--- config.mk ---
export PLATFORM = sky130hd
export DESIGN_NAME = udiv_radix2_iter_flat
export DESIGN_NICKNAME = d
export VERILOG_FILES = /design/src/rtl/udiv_radix2_iter_pkg.sv /design/src/rtl/unsigned_division_interface.sv /design/src/rtl/udiv_radix2_iter_step.sv /design/src/rtl/udiv_radix2_iter.sv /design/src/flat_wrapper.sv
export SDC_FILE = /design/constraint.sdc
export NUM_CORES = 1
export LEC_CHECK = 0
export BUFFER_PORTS_ARGS = -buffer_cell sky130_fd_sc_hd__buf_2
export CAP_MARGIN = 20
export CORE_MARGIN = 5
export CORE_UTILIZATION = 53
export DETAILED_ROUTE_END_ITERATION = 8
export HOLD_SLACK_MARGIN = 0.03
export PLACE_DENSITY = 0.79
export SETUP_SLACK_MARGIN = 0.15
export SYNTH_ARGS = -nofsm -noshare
export SYNTH_HDL_FRONTEND = slang
export SYNTH_SLANG_ARGS = --single-unit
--- constraint.sdc ---
create_clock -name clk -period 5.1 [get_ports clk]
set_input_delay 0.255 -clock clk [delete_from_list [all_inputs] [get_ports clk]]
set_output_delay 0.255 -clock clk [all_outputs]
set_load 0.05 [all_outputs]
--- src/rtl/udiv_radix2_iter_pkg.sv ---
// udiv_radix2_iter_pkg: shared helpers for the radix-2 iterative divider.
// Latency: n/a (compile-time constants and functions only).
// Backpressure: n/a.
package udiv_radix2_iter_pkg;

  // Width of a down-counter that must hold values 0 .. w-1.
  function automatic int udiv_cnt_width(input int w);
    return (w <= 2) ? 1 : $clog2(w);
  endfunction

endpackage

--- src/rtl/unsigned_division_interface.sv ---
// unsigned_division_interface: request/result bundle between the div execution unit and the divider.
// Latency: n/a (wiring only).
// Backpressure: none; the requester must not pulse start while the divider is busy.
// Ports: start/dividend/divisor flow requester -> divider;
//        quotient/remainder/done/divisor_is_zero flow divider -> requester.
interface unsigned_division_interface #(
  parameter int DATA_WIDTH = 32
);
  logic                  start;
  logic [DATA_WIDTH-1:0] dividend;
  logic [DATA_WIDTH-1:0] divisor;
  logic [DATA_WIDTH-1:0] quotient;
  logic [DATA_WIDTH-1:0] remainder;
  logic                  done;
  logic                  divisor_is_zero;

  modport divider (
    input  start, dividend, divisor,
    output quotient, remainder, done, divisor_is_zero
  );

  modport requester (
    output start, dividend, divisor,
    input  quotient, remainder, done, divisor_is_zero
  );
endinterface

--- src/rtl/udiv_radix2_iter_step.sv ---
// udiv_radix2_step: one restoring-division step (shift in a dividend bit, trial subtract, restore).
// Latency: combinational.
// Backpressure: none.
// Ports: r (partial remainder), q_msb (next dividend bit), divisor -> r_next, q_bit.
module udiv_radix2_step #(
  parameter int DATA_WIDTH = 32
) (
  input  logic [DATA_WIDTH-1:0] r,
  input  logic                  q_msb,
  input  logic [DATA_WIDTH-1:0] divisor,
  output logic [DATA_WIDTH-1:0] r_next,
  output logic                  q_bit
);
  // Between steps the partial remainder is always < divisor, so its top bit
  // (bit W of the W+1-bit R) is always zero and is not carried around; the
  // full W+1 bits only exist here in the shifted value and trial difference.
  logic [DATA_WIDTH:0] shifted;
  logic [DATA_WIDTH:0] trial;

  always_comb begin
    shifted = {r, q_msb};
    trial   = shifted - {1'b0, divisor};
    q_bit   = ~trial[DATA_WIDTH];
    r_next  = q_bit ? trial[DATA_WIDTH-1:0] : shifted[DATA_WIDTH-1:0];
  end
endmodule

--- src/rtl/udiv_radix2_iter.sv ---
// udiv_radix2_iter: iterative radix-2 restoring unsigned divider with divide-by-zero and small-dividend fast paths.
// Latency: 1 cycle on fast paths, DATA_WIDTH cycles otherwise; results held until the next accepted start.
// Backpressure: none; start while busy is ignored.
// Ports: clk, rst (async active-high), div (divider modport: start/dividend/divisor in,
//        quotient/remainder/done/divisor_is_zero out).
module udiv_radix2_iter
  import udiv_radix2_iter_pkg::*;
#(
  parameter int DATA_WIDTH = 32
) (
  input logic                          clk,
  input logic                          rst,
  unsigned_division_interface.divider  div
);
  localparam int W     = DATA_WIDTH;
  localparam int CNT_W = udiv_cnt_width(W);

  typedef enum logic {
    IDLE = 1'b0,
    BUSY = 1'b1
  } state_t;

  state_t             state_q, state_d;
  logic [W-1:0]       r_q, r_d;       // partial remainder
  logic [W-1:0]       q_q, q_d;       // dividend bits shifting out, quotient bits shifting in
  logic [W-1:0]       dvsr_q, dvsr_d;
  logic [CNT_W-1:0]   cnt_q, cnt_d;
  logic [W-1:0]       quo_q, quo_d;
  logic [W-1:0]       rem_q, rem_d;
  logic               done_q, done_d;
  logic               dz_q, dz_d;

  logic [W-1:0]       step_r;
  logic               step_qbit;
  logic [W-1:0]       q_shift;

  udiv_radix2_step #(
    .DATA_WIDTH(W)
  ) u_step (
    .r       (r_q),
    .q_msb   (q_q[W-1]),
    .divisor (dvsr_q),
    .r_next  (step_r),
    .q_bit   (step_qbit)
  );

  assign q_shift = {q_q[W-2:0], step_qbit};

  always_comb begin
    state_d = state_q;
    r_d     = r_q;
    q_d     = q_q;
    dvsr_d  = dvsr_q;
    cnt_d   = cnt_q;
    quo_d   = quo_q;
    rem_d   = rem_q;
    done_d  = 1'b0;
    dz_d    = dz_q;

    unique case (state_q)
      IDLE: begin
        if (div.start) begin
          dvsr_d = div.divisor;
          if (div.divisor == '0) begin
            quo_d  = '1;
            rem_d  = div.dividend;
            dz_d   = 1'b1;
            done_d = 1'b1;
          end else begin
            dz_d = 1'b0;
            if (div.dividend < div.divisor) begin
              quo_d  = '0;
              rem_d  = div.dividend;
              done_d = 1'b1;
            end else begin
              state_d = BUSY;
              r_d     = '0;
              q_d     = div.dividend;
              cnt_d   = CNT_W'(W - 1);
            end
          end
        end
      end

      BUSY: begin
        r_d   = step_r;
        q_d   = q_shift;
        cnt_d = cnt_q - CNT_W'(1);
        // Results are published only from the last step so the previous
        // answer stays visible for the whole iteration.
        if (cnt_q == '0) begin
          quo_d   = q_shift;
          rem_d   = step_r;
          done_d  = 1'b1;
          state_d = IDLE;
        end
      end

      default: state_d = IDLE;
    endcase
  end

  always_ff @(posedge clk or posedge rst) begin
    if (rst) begin
      state_q <= IDLE;
      r_q     <= '0;
      q_q     <= '0;
      dvsr_q  <= '0;
      cnt_q   <= '0;
      quo_q   <= '0;
      rem_q   <= '0;
      done_q  <= 1'b0;
      dz_q    <= 1'b0;
    end else begin
      state_q <= state_d;
      r_q     <= r_d;
      q_q     <= q_d;
      dvsr_q  <= dvsr_d;
      cnt_q   <= cnt_d;
      quo_q   <= quo_d;
      rem_q   <= rem_d;
      done_q  <= done_d;
      dz_q    <= dz_d;
    end
  end

  assign div.quotient        = quo_q;
  assign div.remainder       = rem_q;
  assign div.done            = done_q;
  assign div.divisor_is_zero = dz_q;
endmodule

--- src/flat_wrapper.sv ---
// flat-port wrapper written by rule: the top's interface ports become plain ports
module udiv_radix2_iter_flat import udiv_radix2_iter_pkg::*;
#(
  parameter int DATA_WIDTH = 32
)
  (clk, rst, div_start, div_dividend, div_divisor, div_quotient, div_remainder, div_done, div_divisor_is_zero);
  unsigned_division_interface #(.DATA_WIDTH(DATA_WIDTH)) div_i ();
  input logic clk;
  input logic rst;
  input wire logic [$bits(div_i.start)-1:0] div_start;
  input wire logic [$bits(div_i.dividend)-1:0] div_dividend;
  input wire logic [$bits(div_i.divisor)-1:0] div_divisor;
  output wire logic [$bits(div_i.quotient)-1:0] div_quotient;
  output wire logic [$bits(div_i.remainder)-1:0] div_remainder;
  output wire logic [$bits(div_i.done)-1:0] div_done;
  output wire logic [$bits(div_i.divisor_is_zero)-1:0] div_divisor_is_zero;
  assign div_i.start = div_start;
  assign div_i.dividend = div_dividend;
  assign div_i.divisor = div_divisor;
  assign div_quotient = div_i.quotient;
  assign div_remainder = div_i.remainder;
  assign div_done = div_i.done;
  assign div_divisor_is_zero = div_i.divisor_is_zero;
  udiv_radix2_iter #(.DATA_WIDTH(DATA_WIDTH)) u_core (.clk(clk), .rst(rst), .div(div_i));
endmodule
==> results.cfg, run 1 <==
[sta]
setup_viol_count_final = 0
post-route-min-period_ps = 4010
fmax_ghz = 0.249
holdWs_ps = 117
slew_viol_final = 0
worst_pin_slew_ps = 1180
skew_ps = 8.39
slew_headroom_pct = 20.9
tns_ps = 0
timing.final.ws_setup_ps = 1090
rsz0062_at_grt = no
hold_violations = 0
finalCritPeriodShare_pct = 78.7

[detailed_routing]
vias = 9471
wl_um = 31200
wl_per_cell_um = 20.1
ant_nets = 0
vias_per_cell = 6.11
drt-pass1-iter-count = 5
drt_iter0_drc = 948
drc = 0

[place]
dpl_worst_slack_ps = 1180
gp_congestion = 0.939
post-dp-hpwl_um = 22500
port_buffers = 132
place_area_sq_mm = 0.0110

[global_routing]
grt_antenna_before_repair = 1
grt_pass1_wl_um = 49000
grt_pass1_vias = 8969
grt_usage_pct = 28.0
grt-ovfl-total = 0
grt_max_degree = 112

[logic_synthesis]
synth_common_cells = dfrtp_1, nand2_1, o21ai_0
yosysMostFrequentCell = dfrtp_1
ys_ff_latch = 168
seq_area_frac_synth_pct = 41.0
yosysWarnings = 0
synthDistinctLibCells = 71
yosys.area.top_type = dfrtp_1
synth_edf_count = 0
synthCells = 1191
async_reset_ff_share_pct = 100
synth_ff_type = dfrtp_1
avgSynthCellArea_sq_um = 8.62
synth.top_cells.by_area = dfrtp_1, ha_1, o21ai_0
synth_fp_nets = 1324
netlist.area_leader.share_pct = 41.0
netlist_area_sq_mm = 0.0103

[clock_tree]
clk_pin_slew_worst_paths_ps = 70
clock_latency_ps = 440
holdBufCountCts = 0
postCtsResizedCells = 0
cts_tree = built
cts.sinks = 168
cts_buffer_depth = 2
cts-root-buf = clkbuf_16
h-tree-depth = 4
cts_made_buffers = 17
cts_setup_buffers = 0

[worst_setup_path]
critical_path_required_ps = 5430
end_kind = flop
worst_path_max_delay_cell = nor2_4
slowest_delay_ps = 630
critPathMaxFanout = 22
path_class = reg2reg
path_cells = inv_1 -> ha_1 -> inv_1 -> fa_1 -> a211oi_2 -> o21ai_2 -> o211ai_2 -> a211oi_2 -> o311a_4 -> o21a_1 -> nor2_4 -> mux2_2 -> a22o_1
cp.arrival_ps = 4350
startpoint_type = flop
reg2reg_slack_ps = 1090

[finish]
area_growth_pct = 13.5
nets = 1411
drive_above_1_share_pct = 15.7
diodes = 0
finalInstanceArea_sq_mm = 0.0116

[floorplanning]
core-area_sq_mm = 0.0189
die_area_sq_mm = 0.0222
initial_core_util_pct = 54.3
fp.dieH_um = 149
fp.dieW_um = 149
rows = 50
ioPinCount = 133

[run]
drv_cap = 0

[hold_path]
hold_class = in2reg

[run_status]
status = completed
-- path summary, 6_finish.rpt --
kind                                               from                                  end  cells past startpoint
min reg2reg                u_core.dvsr_q[8]$_DFFE_PP0P_         u_core.dvsr_q[8]$_DFFE_PP0P_                      2
min                                      div_divisor[0]         u_core.dvsr_q[0]$_DFFE_PP0P_                      2
max reg2reg                  u_core.q_q[31]$_DFFE_PP0P_           u_core.r_q[31]$_DFFE_PP0P_                     13
max in group asynchronous                           rst           u_core.q_q[28]$_DFFE_PP0P_                      5
min in group asynchronous                           rst  u_core.div.quotient[24]$_DFFE_PP0P_                      3
max                          u_core.q_q[31]$_DFFE_PP0P_           u_core.r_q[31]$_DFFE_PP0P_                     13
-- state kept, by name (all words and copies together) (netlist names) --
signal                      flops
u_core.div.remainder           32
u_core.div.divisor_is_zero      1
u_core.q_q                     32
u_core.state_q                  1
u_core.cnt_q                    5
u_core.r_q                     32
u_core.div.quotient            32
u_core.dvsr_q                  32
u_core.div.done                 1
-- critical path, delay by kind of cell (launching register included) --
kind	cells	cell delay [ps]
adder cells (fa/ha/maj)	2	600
AO/OA/AOI/OAI	7	1720
AND/OR/NAND/NOR	1	630
flip-flops	1	380
multiplexers	1	430
buffers and inverters	2	140
-- cell usage in the layout (no fill, tap or decap), types with 14 or more instances in the layout --
cell type,instances
o21ai_1,15
nor2_1,74
nor3_1,35
nand3_1,25
inv_1,85
buf_2,132
dfrtp_1,167
a31oi_1,39
o21ai_0,131
a21o_1,21
nand2_1,141
mux2i_1,37
a21oi_1,78
xnor2_1,14
clkbuf_16,17
ha_1,65
-- cells by family (layout without fill, tap and decap cells) --
family / Yosys count / in the layout / synth area share (%)
compound gates: 391 / 391 / 23.6
xor+xnor: 22 / 22 / 1.88
fa+ha+maj: 66 / 66 / 8.12
buf+inv: 166 / 265 / 6.43
flops: 168 / 168 / 41.0
mux: 40 / 40 / 3.94
simple gates: 338 / 338 / 15.1
-- per-layer routing --
layer  track usage [%]  vias to the layer above  wire length [um]
met5                 0                        -                11
met4              9.34                        2               865
met3              6.75                       71              2660
met2              44.2                      456             14800
met1              38.1                     4501             12900
li1                  -                     4441                 -
-- through the flow --
stage | util [%] | std cells
2_1_floorplan | - | 1191
3_3_place_gp | 58.3 | 1516
3_5_place_dp | 58.3 | 1516
4_1_cts | 61.4 | 1547
5_1_grt | 61.7 | 1550
6_report | 61.7 | 1550
-- final cells by class --
class	count	area (sq um)
Inverter	87	332
Tap cell	260	325
Sequential cell	168	4210
Clock buffer	17	425
Clock inverter	14	153
Timing Repair Buffer	147	803
Multi-Input combinational cell	857	5400
Fill cell	1657	7240
Power of run 1 is not shown: default switching activity piles up to over one toggle a cycle in this logic, so the estimate is an artifact.
==> run 2: changes to the inputs <==
Settings changed: CORE_UTILIZATION 53 to 55, PLACE_DENSITY 0.79 to 0.78.
Clock period 5.1 ns to 3.9 ns, I/O delays scaled along.
==> run 2 against run 1 <==
  * First-iteration DRC count fell by 15%
  * Via count about the same
  * Final area increased by 0.35%
  * The run now ends with hold timing left
  * Register-to-register slack lost 750 ps
  * Critical path type unchanged
==> results.cfg, run 2 (synthesized netlist as in run 1, its figures left out) <==
[floorplanning]
rows = 50
ioPinCount = 133
fp.dieW_um = 147
fp.dieH_um = 147
initial_core_util_pct = 55.4
die_area_sq_mm = 0.0215
core-area_sq_mm = 0.0185

[finish]
finalInstanceArea_sq_mm = 0.0117
ff_latch_area_sq_mm = 0.00421
nets = 1417
diodes = 0
final_common_cell = dfrtp_1
drive_above_1_share_pct = 16.1
multi_input_area_sq_mm = 0.00541
layout_common_cells = dfrtp_1, nand2_1, buf_2, o21ai_0, inv_1
fill_cells = 1565
finish.utilization_pct = 63.1
area_growth_pct = 13.9

[detailed_routing]
vias = 9480
wl_um = 30800
drt_iter0_drc = 809
wl_per_cell_um = 20.1
drc = 0
vias_per_cell = 6.20
drt-pass1-iter-count = 5
ant_nets = 0

[worst_setup_path]
worst_path_max_delay_cell = fa_1
slowest_delay_ps = 430
reg2reg_depth = 14
worstReg2RegEnd = u_core.r_q[29]$_DFFE_PP0P_
path_cells = inv_1 -> ha_1 -> inv_1 -> fa_1 -> a211oi_2 -> o21ai_2 -> o211ai_2 -> a211oi_2 -> o311a_4 -> o21a_1 -> nor2_4 -> buf_4 -> mux2i_1 -> o22ai_1
r2r-start = u_core.q_q[31]$_DFFE_PP0P_
startpoint_type = flop
critPathMaxFanout = 14
critical_path_required_ps = 4170
end_kind = flop
path_delay_family = compound AO/OA/AOI/OAI gates
worstPathBufferInverterCount = 3
path_class = reg2reg
reg2reg_slack_ps = 330
cp.arrival_ps = 3840

[clock_tree]
h-tree-depth = 4
cts-root-buf = clkbuf_16
holdBufCountCts = 0
cts_buffer_depth = 2
cts_setup_buffers = 0
clock_latency_ps = 430
cts_made_buffers = 17
cts_tree = built
clk_pin_slew_worst_paths_ps = 70
cts.sinks = 168

[hold_path]
hold_class = in2async

[sta]
post-route-min-period_ps = 3570
holdWs_ps = -3.70
finalCritPeriodShare_pct = 91.4
hold_violations = 1
fmax_ghz = 0.280
timing.final.ws_setup_ps = 335
slew_viol_final = 0
setup_viol_count_final = 0
slew_headroom_pct = 37.4
tns_ps = 0
rsz0062_at_grt = no
worst_pin_slew_ps = 938
skew_ps = 10.7

[place]
place_area_sq_mm = 0.0111
gp_congestion = 0.937
dpl_worst_slack_ps = 406
port_buffers = 132
post-dp-hpwl_um = 22300

[global_routing]
grt-ovfl-total = 0
grt_max_degree = 169
grt_usage_pct = 28.2
grt_antenna_before_repair = 0
grt_pass1_vias = 9255
grt_pass1_wl_um = 48800

[run_status]
violations = hold timing
status = finished with violations

[run]
drv_cap = 0
## run 2: changes by cell type in the layout (fill, tap and decap cells not counted), sizes merged
cell	previous run	this run
buf	146	153
bufinv	0	4
clkbuf	17	19
clkinv	7	4
clkinvlp	0	3
dlygate4sd3	1	0
inv	94	87
## run 2: worst min-delay path: cells and delay by family
family	cells	cell delay, ps
buffers and inverters	3	760
## run 2: cell type report
| class | count | share of cell area [%] |
|---|---|---|
| well taps | 234 | 2.50 |
| clock buffers | 19 | 3.70 |
| inverters | 87 | 2.83 |
| flip-flops and latches | 168 | 36.0 |
| clock inverters | 11 | 1.50 |
| multi-input cells | 857 | 46.3 |
| repair buffers | 153 | 7.21 |
## run 2: worst max path at each step
| stage | startpoint | end | cells past startpoint |
|---|---|---|---|
| 2_1_floorplan | u_core.q_q[31]$_DFFE_PP0P_ | u_core.r_q[13]$_DFFE_PP0P_ | 14 |
| 3_3_place_gp | u_core.q_q[31]$_DFFE_PP0P_ | u_core.r_q[13]$_DFFE_PP0P_ | 14 |
| 3_5_place_dp | u_core.q_q[31]$_DFFE_PP0P_ | u_core.div.remainder[10]$_DFFE_PP0P_ | 14 |
| 4_1_cts | u_core.q_q[31]$_DFFE_PP0P_ | u_core.div.remainder[9]$_DFFE_PP0P_ | 14 |
| 5_1_grt | u_core.q_q[31]$_DFFE_PP0P_ | u_core.r_q[15]$_DFFE_PP0P_ | 14 |
| 6_report | u_core.q_q[31]$_DFFE_PP0P_ | u_core.r_q[29]$_DFFE_PP0P_ | 14 |
## run 2: through the flow
stage / cells / hold WS, ps
2_1_floorplan: 1191 / 346
5_1_grt: 1529 / 62.8
6_report: 1529 / -3.70
3_3_place_gp: 1499 / 464
4_1_cts: 1529 / 57.9
3_5_place_dp: 1499 / 470
## run 2: what timing repair did
item,in CTS,in global routing
endpoints found under the setup margin,0,1
resized for setup,0,1
endpoints found under the hold margin,0,0
## run 2: routing by layer
metal	wire (um)	up-vias	track usage (%)	part of all wire, %
met5	0	-	0	0
met4	992	0	9.69	3.2
met3	2470	82	6.21	8.0
met2	14600	416	46.6	47
met1	12700	4542	36.9	41
li1	-	4440	-	-
Power of run 2 is left out for the same reason.
